<file path="src/rtl/iso14443a_pkg.sv">
// Shared ISO 14443-A definitions: routing FSM states and the default
// pending-change timeout.
package iso14443a_pkg;

  localparam int unsigned PENDING_TIMEOUT_DEFAULT = 8192;

  typedef enum logic [1:0] {
    RS_INIT,
    RS_PEND_4,
    RS_PART4,
    RS_PEND_INIT
  } RoutingState;

  // True in either state that waits for a response Tx to finish
  function automatic logic is_pend(input RoutingState s);
    return (s == RS_PEND_4) || (s == RS_PEND_INIT);
  endfunction

  // True in states where Rx/Tx belong to the 14443-4 layer
  function automatic logic routes_to_4(input RoutingState s);
    return (s == RS_PART4) || (s == RS_PEND_INIT);
  endfunction

endpackage

</file>
<file path="src/rtl/routing_ctrl_if.sv">
// Frame strobes, protocol events and routing controls of routing_ctrl.
// master: drives strobes/events, receives routes. slave: the controller.
interface routing_ctrl_if;
  logic rx_soc;
  logic rx_eoc;
  logic rx_error;
  logic tx_busy;
  logic rats_done;
  logic deselect_done;
  logic force_init;
  logic route_rx_to_initialisation;
  logic route_rx_to_14443_4;
  logic route_tx_from_14443_4;
  logic pending;

  modport master (
    output rx_soc, rx_eoc, rx_error, tx_busy, rats_done, deselect_done, force_init,
    input  route_rx_to_initialisation, route_rx_to_14443_4, route_tx_from_14443_4, pending
  );

  modport slave (
    input  rx_soc, rx_eoc, rx_error, tx_busy, rats_done, deselect_done, force_init,
    output route_rx_to_initialisation, route_rx_to_14443_4, route_tx_from_14443_4, pending
  );
endinterface

</file>
<file path="src/rtl/routing_ctrl_frame_tracker.sv">
// frame_tracker: tracks whether an Rx frame is in progress and whether a
// Tx has started since the last pending-change entry.
module frame_tracker (
  input  logic clk,
  input  logic rst_n,
  input  logic rx_soc_i,
  input  logic rx_eoc_i,
  input  logic rx_error_i,
  input  logic tx_busy_i,
  input  logic tx_clr_i,
  output logic in_frame_o,
  output logic tx_seen_o
);

  logic in_frame_q, in_frame_d;
  logic tx_seen_q, tx_seen_d;

  // End of frame wins over start so a same-cycle soc/eoc leaves no frame open
  always_comb begin
    in_frame_d = in_frame_q;
    if (rx_eoc_i || rx_error_i) begin
      in_frame_d = 1'b0;
    end else if (rx_soc_i) begin
      in_frame_d = 1'b1;
    end
    tx_seen_d = tx_seen_q;
    if (tx_clr_i) begin
      tx_seen_d = 1'b0;
    end else if (tx_busy_i) begin
      tx_seen_d = 1'b1;
    end
  end

  // Flag registers
  always_ff @(posedge clk or negedge rst_n) begin
    if (!rst_n) begin
      in_frame_q <= 1'b0;
      tx_seen_q  <= 1'b0;
    end else begin
      in_frame_q <= in_frame_d;
      tx_seen_q  <= tx_seen_d;
    end
  end

  assign in_frame_o = in_frame_q;
  assign tx_seen_o  = tx_seen_q;

endmodule

</file>
<file path="src/rtl/routing_ctrl.sv">
// routing_ctrl: switches Rx/Tx routing between the initialisation layer and
// the 14443-4 layer, committing a change only once its response Tx has gone
// out and no Rx frame is active.
// Optional: define ROUTING_CTRL_PEND_TIMEOUT_EN to cancel a pending change
// that sees no Tx within PENDING_TIMEOUT cycles.
module routing_ctrl
  import iso14443a_pkg::*;
#(
  parameter int unsigned PENDING_TIMEOUT = PENDING_TIMEOUT_DEFAULT
) (
  input logic       clk,
  input logic       rst_n,
  routing_ctrl_if.slave rc
);

  RoutingState state_q, state_d;
  logic        in_frame;
  logic        tx_seen;
  logic        tx_clr;
  logic        timeout_hit;
  logic        route_init_q;
  logic        route_4_q;
  logic        pending_q;

  frame_tracker u_frame_tracker (
    .clk        (clk),
    .rst_n      (rst_n),
    .rx_soc_i   (rc.rx_soc),
    .rx_eoc_i   (rc.rx_eoc),
    .rx_error_i (rc.rx_error),
    .tx_busy_i  (rc.tx_busy),
    .tx_clr_i   (tx_clr),
    .in_frame_o (in_frame),
    .tx_seen_o  (tx_seen)
  );

`ifdef ROUTING_CTRL_PEND_TIMEOUT_EN
  localparam logic [15:0] TIMEOUT_LOAD = 16'(PENDING_TIMEOUT);
  logic [15:0] cnt_q, cnt_d;

  // Reload on pending entry, count down while waiting for Tx, stop at zero
  always_comb begin
    cnt_d = cnt_q;
    if (tx_clr) begin
      cnt_d = TIMEOUT_LOAD;
    end else if (is_pend(state_q) && !tx_seen && (cnt_q != '0)) begin
      cnt_d = cnt_q - 16'd1;
    end
  end

  // Timeout counter register
  always_ff @(posedge clk or negedge rst_n) begin
    if (!rst_n) begin
      cnt_q <= TIMEOUT_LOAD;
    end else begin
      cnt_q <= cnt_d;
    end
  end

  // Fires on the edge at which the counter reaches zero
  assign timeout_hit = is_pend(state_q) && !tx_seen && (cnt_q <= 16'd1);
`else
  assign timeout_hit = 1'b0;
`endif

  // Next state: force_init first, then commit, then cancel
  always_comb begin
    state_d = state_q;
    if (rc.force_init) begin
      if (!in_frame && !rc.tx_busy) begin
        state_d = RS_INIT;
      end
    end else begin
      case (state_q)
        RS_INIT:   if (rc.rats_done)     state_d = RS_PEND_4;
        RS_PART4:  if (rc.deselect_done) state_d = RS_PEND_INIT;
        RS_PEND_4: begin
          if (tx_seen && !rc.tx_busy && !in_frame) begin
            state_d = RS_PART4;
          end else if (!tx_seen && (rc.rx_soc || timeout_hit)) begin
            state_d = RS_INIT;
          end
        end
        RS_PEND_INIT: begin
          if (tx_seen && !rc.tx_busy && !in_frame) begin
            state_d = RS_INIT;
          end else if (!tx_seen && (rc.rx_soc || timeout_hit)) begin
            state_d = RS_PART4;
          end
        end
        default: state_d = RS_INIT;
      endcase
    end
  end

  assign tx_clr = is_pend(state_d) && !is_pend(state_q);

  // State and routing registers, outputs decoded from the next state
  always_ff @(posedge clk or negedge rst_n) begin
    if (!rst_n) begin
      state_q      <= RS_INIT;
      route_init_q <= 1'b1;
      route_4_q    <= 1'b0;
      pending_q    <= 1'b0;
    end else begin
      state_q      <= state_d;
      route_init_q <= !routes_to_4(state_d);
      route_4_q    <= routes_to_4(state_d);
      pending_q    <= is_pend(state_d);
    end
  end

  assign rc.route_rx_to_initialisation = route_init_q;
  assign rc.route_rx_to_14443_4        = route_4_q;
  assign rc.route_tx_from_14443_4      = route_4_q;
  assign rc.pending                    = pending_q;

endmodule
</file>
<file path="src/flat_wrapper.sv">
// flat-port wrapper written by rule: the top's interface ports become plain ports
module routing_ctrl_flat import iso14443a_pkg::*;
#(
  parameter int unsigned PENDING_TIMEOUT = PENDING_TIMEOUT_DEFAULT
)
  (clk, rst_n, rc_rx_soc, rc_rx_eoc, rc_rx_error, rc_tx_busy, rc_rats_done, rc_deselect_done, rc_force_init, rc_route_rx_to_initialisation, rc_route_rx_to_14443_4, rc_route_tx_from_14443_4, rc_pending);
  routing_ctrl_if rc_i ();
  input logic clk;
  input logic rst_n;
  input wire logic [$bits(rc_i.rx_soc)-1:0] rc_rx_soc;
  input wire logic [$bits(rc_i.rx_eoc)-1:0] rc_rx_eoc;
  input wire logic [$bits(rc_i.rx_error)-1:0] rc_rx_error;
  input wire logic [$bits(rc_i.tx_busy)-1:0] rc_tx_busy;
  input wire logic [$bits(rc_i.rats_done)-1:0] rc_rats_done;
  input wire logic [$bits(rc_i.deselect_done)-1:0] rc_deselect_done;
  input wire logic [$bits(rc_i.force_init)-1:0] rc_force_init;
  output wire logic [$bits(rc_i.route_rx_to_initialisation)-1:0] rc_route_rx_to_initialisation;
  output wire logic [$bits(rc_i.route_rx_to_14443_4)-1:0] rc_route_rx_to_14443_4;
  output wire logic [$bits(rc_i.route_tx_from_14443_4)-1:0] rc_route_tx_from_14443_4;
  output wire logic [$bits(rc_i.pending)-1:0] rc_pending;
  assign rc_i.rx_soc = rc_rx_soc;
  assign rc_i.rx_eoc = rc_rx_eoc;
  assign rc_i.rx_error = rc_rx_error;
  assign rc_i.tx_busy = rc_tx_busy;
  assign rc_i.rats_done = rc_rats_done;
  assign rc_i.deselect_done = rc_deselect_done;
  assign rc_i.force_init = rc_force_init;
  assign rc_route_rx_to_initialisation = rc_i.route_rx_to_initialisation;
  assign rc_route_rx_to_14443_4 = rc_i.route_rx_to_14443_4;
  assign rc_route_tx_from_14443_4 = rc_i.route_tx_from_14443_4;
  assign rc_pending = rc_i.pending;
  routing_ctrl #(.PENDING_TIMEOUT(PENDING_TIMEOUT)) u_core (.clk(clk), .rst_n(rst_n), .rc(rc_i));
endmodule
</file>
<file path="config.mk">
export PLATFORM = sky130hd
export DESIGN_NAME = routing_ctrl_flat
export DESIGN_NICKNAME = d
export VERILOG_FILES = /design/src/rtl/iso14443a_pkg.sv /design/src/rtl/routing_ctrl_if.sv /design/src/rtl/routing_ctrl_frame_tracker.sv /design/src/rtl/routing_ctrl.sv /design/src/flat_wrapper.sv
export SDC_FILE = /design/constraint.sdc
export NUM_CORES = 1
export LEC_CHECK = 0
export CELL_PAD_IN_SITES_DETAIL_PLACEMENT = 1
export CELL_PAD_IN_SITES_GLOBAL_PLACEMENT = 2
export CORE_AREA = 2 2 39 41
export CTS_CLUSTER_DIAMETER = 80
export DETAILED_ROUTE_END_ITERATION = 10
export DIE_AREA = 0 0 41 43
export GPL_TIMING_DRIVEN = 1
export PLACE_DENSITY_LB_ADDON = 0.08
export SYNTH_ARGS = -nofsm -noshare
export SYNTH_HDL_FRONTEND = slang
export SYNTH_SLANG_ARGS = --single-unit
</file>
<file path="constraint.sdc">
create_clock -name clk -period 1.2 [get_ports clk]
set_clock_uncertainty 0.05 [all_clocks]
set_input_delay 0.3 -clock clk [delete_from_list [all_inputs] [get_ports clk]]
set_output_delay 0.3 -clock clk [all_outputs]
set_load 0.005 [all_outputs]
</file>
==> results.yml, run 1 <==
drt:
  final_antenna_net_count: 0
  wirelength_microns: 690
  route.detailed.drc: 0
  first_pass_iters: 2
  num_vias: 279
  dr.first_iter.drc_count: 2
  vias_per_cell: 4.574
  wl_per_cell_microns: 11.31
floorplanning:
  die_y_microns: 43
  die_w_microns: 41
  row_count: 14
  die_area_sq_um: 1763
  start_util_pct: 19.62
  core_area_sq_um: 1384
  io_pins: 13
synth:
  syn_avg_cell_area_sq_um: 11.80
  synth_common_cells: "dfrtp_1, nor2_1, a21o_1"
  synth-simple-area-share_pct: 13.36
  synth.top_cell.area_share_pct: 46.08
  synth_top_family_by_area: "compound AO/OA/AOI/OAI gates"
  synth-compound-area-share_pct: 24.42
  synth_nets: 32
  async_reset_ff_share_pct: 100.0
  ys_seq_area_share_pct: 55.76
  synth_ff_type: "dfrtp_1"
  syn_area_sq_um: 271.5
  synth_mux_area_share_pct: 3.687
  synthAdderAreaFrac_pct: 0
  synth.distinct_cells: 16
  synth.most_common_cell: "dfrtp_1"
  yosys_warnings: 0
  synth_area_leaders: "dfrtp_1, dfstp_2, a21o_1"
  synth-edff-count: 0
  ys_ff_latch: 6
  synth_top_area_cell: "dfrtp_1"
  synth-xor-area-share_pct: 0
  syn_inst: 23
layout:
  num-nets-final: 55
  fillerInstances: 154
  drive_above_1_share_pct: 37.78
  multi_input_area_sq_um: 115.1
  area_growth_pct: 80.65
  insertedDiodeCount: 0
  regArea_sq_um: 151.4
  utilization_pct: 35.44
grt:
  grt_max_degree: 7
  antenna_found_initial: 0
  grt_pass1_wl_mm: 1.138
  grt_use_total_pct: 10.51
  grt_pass1_vias: 270
  overflow: 0
sta:
  worstMarginPinSlew_ns: 0.2971
  min_period_ns: 1.278
  fin_hold_ws_ns: 0.2563
  finalSetupViolCount: 5
  slew_violations: 0
  final.setup.worst_slack_ns: -0.07838
  rsz0062_at_grt: "true"
  slew_headroom_pct: 80.13
  hold_viol_final: 0
  fin_crit_sh_pct: 106.5
  clock.fmax_ghz: 0.7822
clock_tree:
  clock-root-buffer: "clkbuf_4"
  ctsHoldBuffers: 0
  h-tree-depth: 1
  clk_path_buf_depth: 2
  cts-buffers-inserted: 3
  clock_latency_ns: 0.24
  cts.sinks: 6
  cts_tree: "yes"
  clk_pin_slew_worst_paths_ns: 0.05
place:
  gp_congestion: 0.6684
  place_ws_ns: -0.2861
  portBuffers: 12
pwr:
  p_leak_nw: 0.2294
  p_per_area_nw_per_um2: 1635
  vdd_drop_max_uv: 526.3
critical_path:
  cp.required_ns: 1.32
  startpoint_type: "flip-flop"
  cpMostUsedCell: "buf_6"
  worstPathArrival_ns: 1.39
  end_kind: "flip-flop"
  slowest_stage: "dfrtp_1"
  critPathKind: "reg2reg"
  crit_fanout: 3
  worstPathCellList: "buf_6 > buf_6 > or2_4 > o41a_1"
  cpLargestDelayFamily: "flip-flops"
  crit_path_max_incr_delay_ns: 0.39
  worst-path-buf-inv: 2
status:
  outcome: "finished with violations"
  violations: "setup timing"
job:
  maxCapViolCount: 0
worst_hold_path:
  hp-class: "in2async"
final timing paths:
check | from | endpoint | slack [ns] | cells past startpoint
setup / recovery | u_core.state_q[1] | u_core.rc.route_rx_to_initialisation | -0.08 | 4
hold / removal | rst_n | u_core.state_q[1] | 0.26 | 1
setup reg to reg | u_core.state_q[1] | u_core.rc.route_rx_to_initialisation | -0.08 | 4
hold reg to reg | u_core.u_frame_tracker.in_frame_o | u_core.state_q[1] | 0.52 | 1
max in group asynchronous | rst_n | u_core.rc.route_rx_to_initialisation | 0.57 | 1
min in group clk | rc_tx_busy | u_core.state_q[1] | 0.34 | 2
per-stage QoR:
step / setup TNS (ns) / power (mW) / cells / cell area, sq um
after floorplan: 0 / 0.4009 / 23 / 271.5
final: -0.1658 / 0.8021 / 61 / 490.5
after detailed placement: -1.494 / 0.5578 / 54 / 434.2
after global placement: -1.422 / 0.5502 / 54 / 434.2
after CTS: -0.3003 / 0.8152 / 61 / 485.5
after global routing: -0.4993 / 0.8727 / 61 / 490.5
flip-flops by register name, summed over array words and instances, names as in the netlist:
name and cells:
u_core.state_q 2, u_core.rc.pending 1, u_core.rc.route_rx_to_initialisation 1, u_core.u_frame_tracker.in_frame_o 1, u_core.u_frame_tracker.tx_seen_o 1
layout by cell type, fill, tap and decap left out:
cell type	n
clkdlybuf4s50_1	7
dfrtp_1	5
buf_6	4
buf_4	4
nor2_1	3
clkbuf_4	3
a21o_1	2
buf_2	2
nand2_1	1
or2_4	1
a21oi_1	1
o31ai_2	1
o41ai_1	1
o22ai_1	1
o31ai_1	1
mux2i_1	1
nor3_2	1
o41a_1	1
nor3_1	1
clkbuf_1	1
dlymetal6s2s_1	1
clkdlybuf4s15_1	1
dfstp_2	1
logic make-up after synthesis:
family	Yosys count
flops	6
buf+inv	1
simple gates	7
mux	1
compound gates	8
cell type report:
cell class | count | area share [%]
multi-input combinational | 16 | 23.47
timing repair buffer | 19 | 36.22
sequential | 6 | 30.87
tap | 16 | 4.082
clock buffer | 4 | 5.357
layer usage:
metal / up-vias / GRT usage, % / share of wire, %
li1: 132 / - / -
met1: 132 / 10.82 / 39
met2: 12 / 14.37 / 49
met3: 3 / 6.806 / 9.9
met4: 0 / 8.000 / 2.0
met5: - / 0 / 0
report_power, final:
group | switching (mW) | internal (mW) | total [mW]
clock | 0.0762 | 0.126 | 0.202
combinational | 0.0994 | 0.197 | 0.297
sequential | 0.0440 | 0.259 | 0.303
total | 0.220 | 0.582 | 0.802
repair_timing:
action | 4_1_cts | 5_1_grt
cloned | 0 | 0
endpoints found under the setup margin | 5 | 8
pin swaps | 3 | 1
resized for setup | 18 | 2
setup buffers | 4 | 0
Power figures use the tool's default switching activity.
==> run 2: changes to the inputs <==
--- a/config.mk
+++ b/config.mk
@@ -8,6 +8,7 @@
 export CELL_PAD_IN_SITES_DETAIL_PLACEMENT = 1
 export CELL_PAD_IN_SITES_GLOBAL_PLACEMENT = 2
 export CORE_AREA = 2 2 39 41
+export CTS_BUF_LIST = sky130_fd_sc_hd__clkbuf_8
 export CTS_CLUSTER_DIAMETER = 80
 export DETAILED_ROUTE_END_ITERATION = 10
 export DIE_AREA = 0 0 41 43
==> run 2 against run 1 <==
The run still ends with setup timing left. Critical endpoint unchanged. Global-route usage rose by 0.40 points. Combinational power barely moved. Maximum frequency rose by 0.54%.
==> results.yml, run 2 (synthesized netlist as in run 1, its figures left out) <==
layout:
  drive_above_1_share_pct: 40.00
  stdcell_area_sq_um: 505.5
  insertedDiodeCount: 0
  final_cell_mix: "clkdlybuf4s50_1, dfrtp_1, buf_4"
  area_growth_pct: 86.18
  max_flop_register: "u_core.state_q"
  fillerInstances: 152
  num-nets-final: 55
  largest_reg_flops: 2
  final_common_cell: "clkdlybuf4s50_1"
sta:
  min_period_ns: 1.272
  clock.fmax_ghz: 0.7864
  rsz0062_at_grt: "true"
  slew_violations: 0
  fin_crit_sh_pct: 106.0
  hold_viol_final: 0
  worstMarginPinSlew_ns: 0.3033
  slew_headroom_pct: 79.72
  final.setup.worst_slack_ns: -0.07156
  finalSetupViolCount: 1
critical_path:
  end_kind: "flip-flop"
  worstPathArrival_ns: 1.36
  rr_worst_depth: 4
  crit_fanout: 3
  cp.required_ns: 1.29
  startpoint_type: "flip-flop"
  critPathKind: "reg2reg"
pwr:
  p_per_area_nw_per_um2: 1798
  vdd_drop_max_uv: 726.9
  p_leak_nw: 0.2387
clock_tree:
  clk_pin_slew_worst_paths_ns: 0.04
  cts-buffers-inserted: 3
  clock_latency_ns: 0.22
  cts.sinks: 6
  h-tree-depth: 1
  clock-root-buffer: "clkbuf_8"
  ctsHoldBuffers: 0
  clk_path_buf_depth: 2
  cts_tree: "yes"
place:
  portBuffers: 12
  place_ws_ns: -0.2861
  gp_congestion: 0.6684
  dpl_cell_area_sq_um: 434.2
floorplanning:
  die_y_microns: 43
  die_area_sq_um: 1763
  row_count: 14
  core_area_sq_um: 1384
  die_w_microns: 41
  io_pins: 13
  start_util_pct: 19.62
drt:
  num_vias: 279
  wirelength_microns: 726
  final_antenna_net_count: 0
  route.detailed.drc: 0
  first_pass_iters: 4
  wl_per_cell_microns: 11.90
  dr.first_iter.drc_count: 3
  vias_per_cell: 4.574
grt:
  grt_max_degree: 7
  grt_use_total_pct: 10.91
  overflow: 0
  antenna_found_initial: 0
  grt_pass1_wl_mm: 1.166
  grt_pass1_vias: 262
worst_hold_path:
  hp-class: "in2async"
job:
  maxCapViolCount: 0
status:
  outcome: "finished with violations"
  violations: "setup timing"
-- run 2: path summary, 6_finish.rpt --
| kind | slack [ns] | startpoint | endpoint |
|---|---|---|---|
| min in group clk | 0.49 | rc_tx_busy | u_core.state_q[1] |
| hold / removal | 0.28 | rst_n | u_core.u_frame_tracker.tx_seen_o |
| setup / recovery | -0.07 | u_core.state_q[1] | u_core.rc.route_rx_to_initialisation |
| max in group asynchronous | 0.54 | rst_n | u_core.rc.route_rx_to_initialisation |
| setup reg to reg | -0.07 | u_core.state_q[1] | u_core.rc.route_rx_to_initialisation |
| hold reg to reg | 0.53 | u_core.u_frame_tracker.in_frame_o | u_core.state_q[1] |
-- run 2: area by class of cell --
cell class	instances	area (sq um)	area share, %
Sequential cell	6	151.4	29.95
Timing Repair Buffer	19	166.4	32.92
Tap cell	16	20.02	3.960
Multi-Input combinational cell	16	122.6	24.26
Clock inverter	1	3.754	0.7426
Clock buffer	3	41.29	8.168
-- run 2: worst max-delay path, stage by stage (launching register included) --
cell,delay (ns)
dfrtp_1,0.38
buf_6,0.13
buf_6,0.11
or2_4,0.23
o41a_1,0.31
-- run 2: timing repair --
item / in CTS / in global routing
endpoints found under the hold margin: 0 / 0
endpoints found under the setup margin: 8 / 9
pin swaps: 4 / 1
resized for setup: 18 / 2
setup buffers: 3 / 1
-- run 2: through the flow --
step                      utilization [%]  power (mW)  instances  hold slack (ns)  setup TNS, ns
after CTS                           36.26      0.9129         60           0.2847        -0.1710
final                               36.53      0.9087         61           0.2803       -0.07156
after global routing                36.53      0.9802         61           0.2943        -0.2204
after global placement              31.37      0.5502         54           0.5009         -1.422
after floorplan                         -      0.4009         23         -0.04559              0
after detailed placement            31.37      0.5578         54           0.5158         -1.494
-- run 2: where the power goes --
group | switching, mW | internal, mW
registers | 0.0414 | 0.260
clock network | 0.0930 | 0.220
logic | 0.106 | 0.189
-- run 2: routing by layer --
layer	track usage [%]	up-vias	part of all wire [%]	wire (microns)
li1	-	130	-	-
met1	11.15	136	38	276
met2	14.37	11	50	360
met3	6.806	2	10	73
met4	10.00	0	2.2	16
met5	0	-	0	0
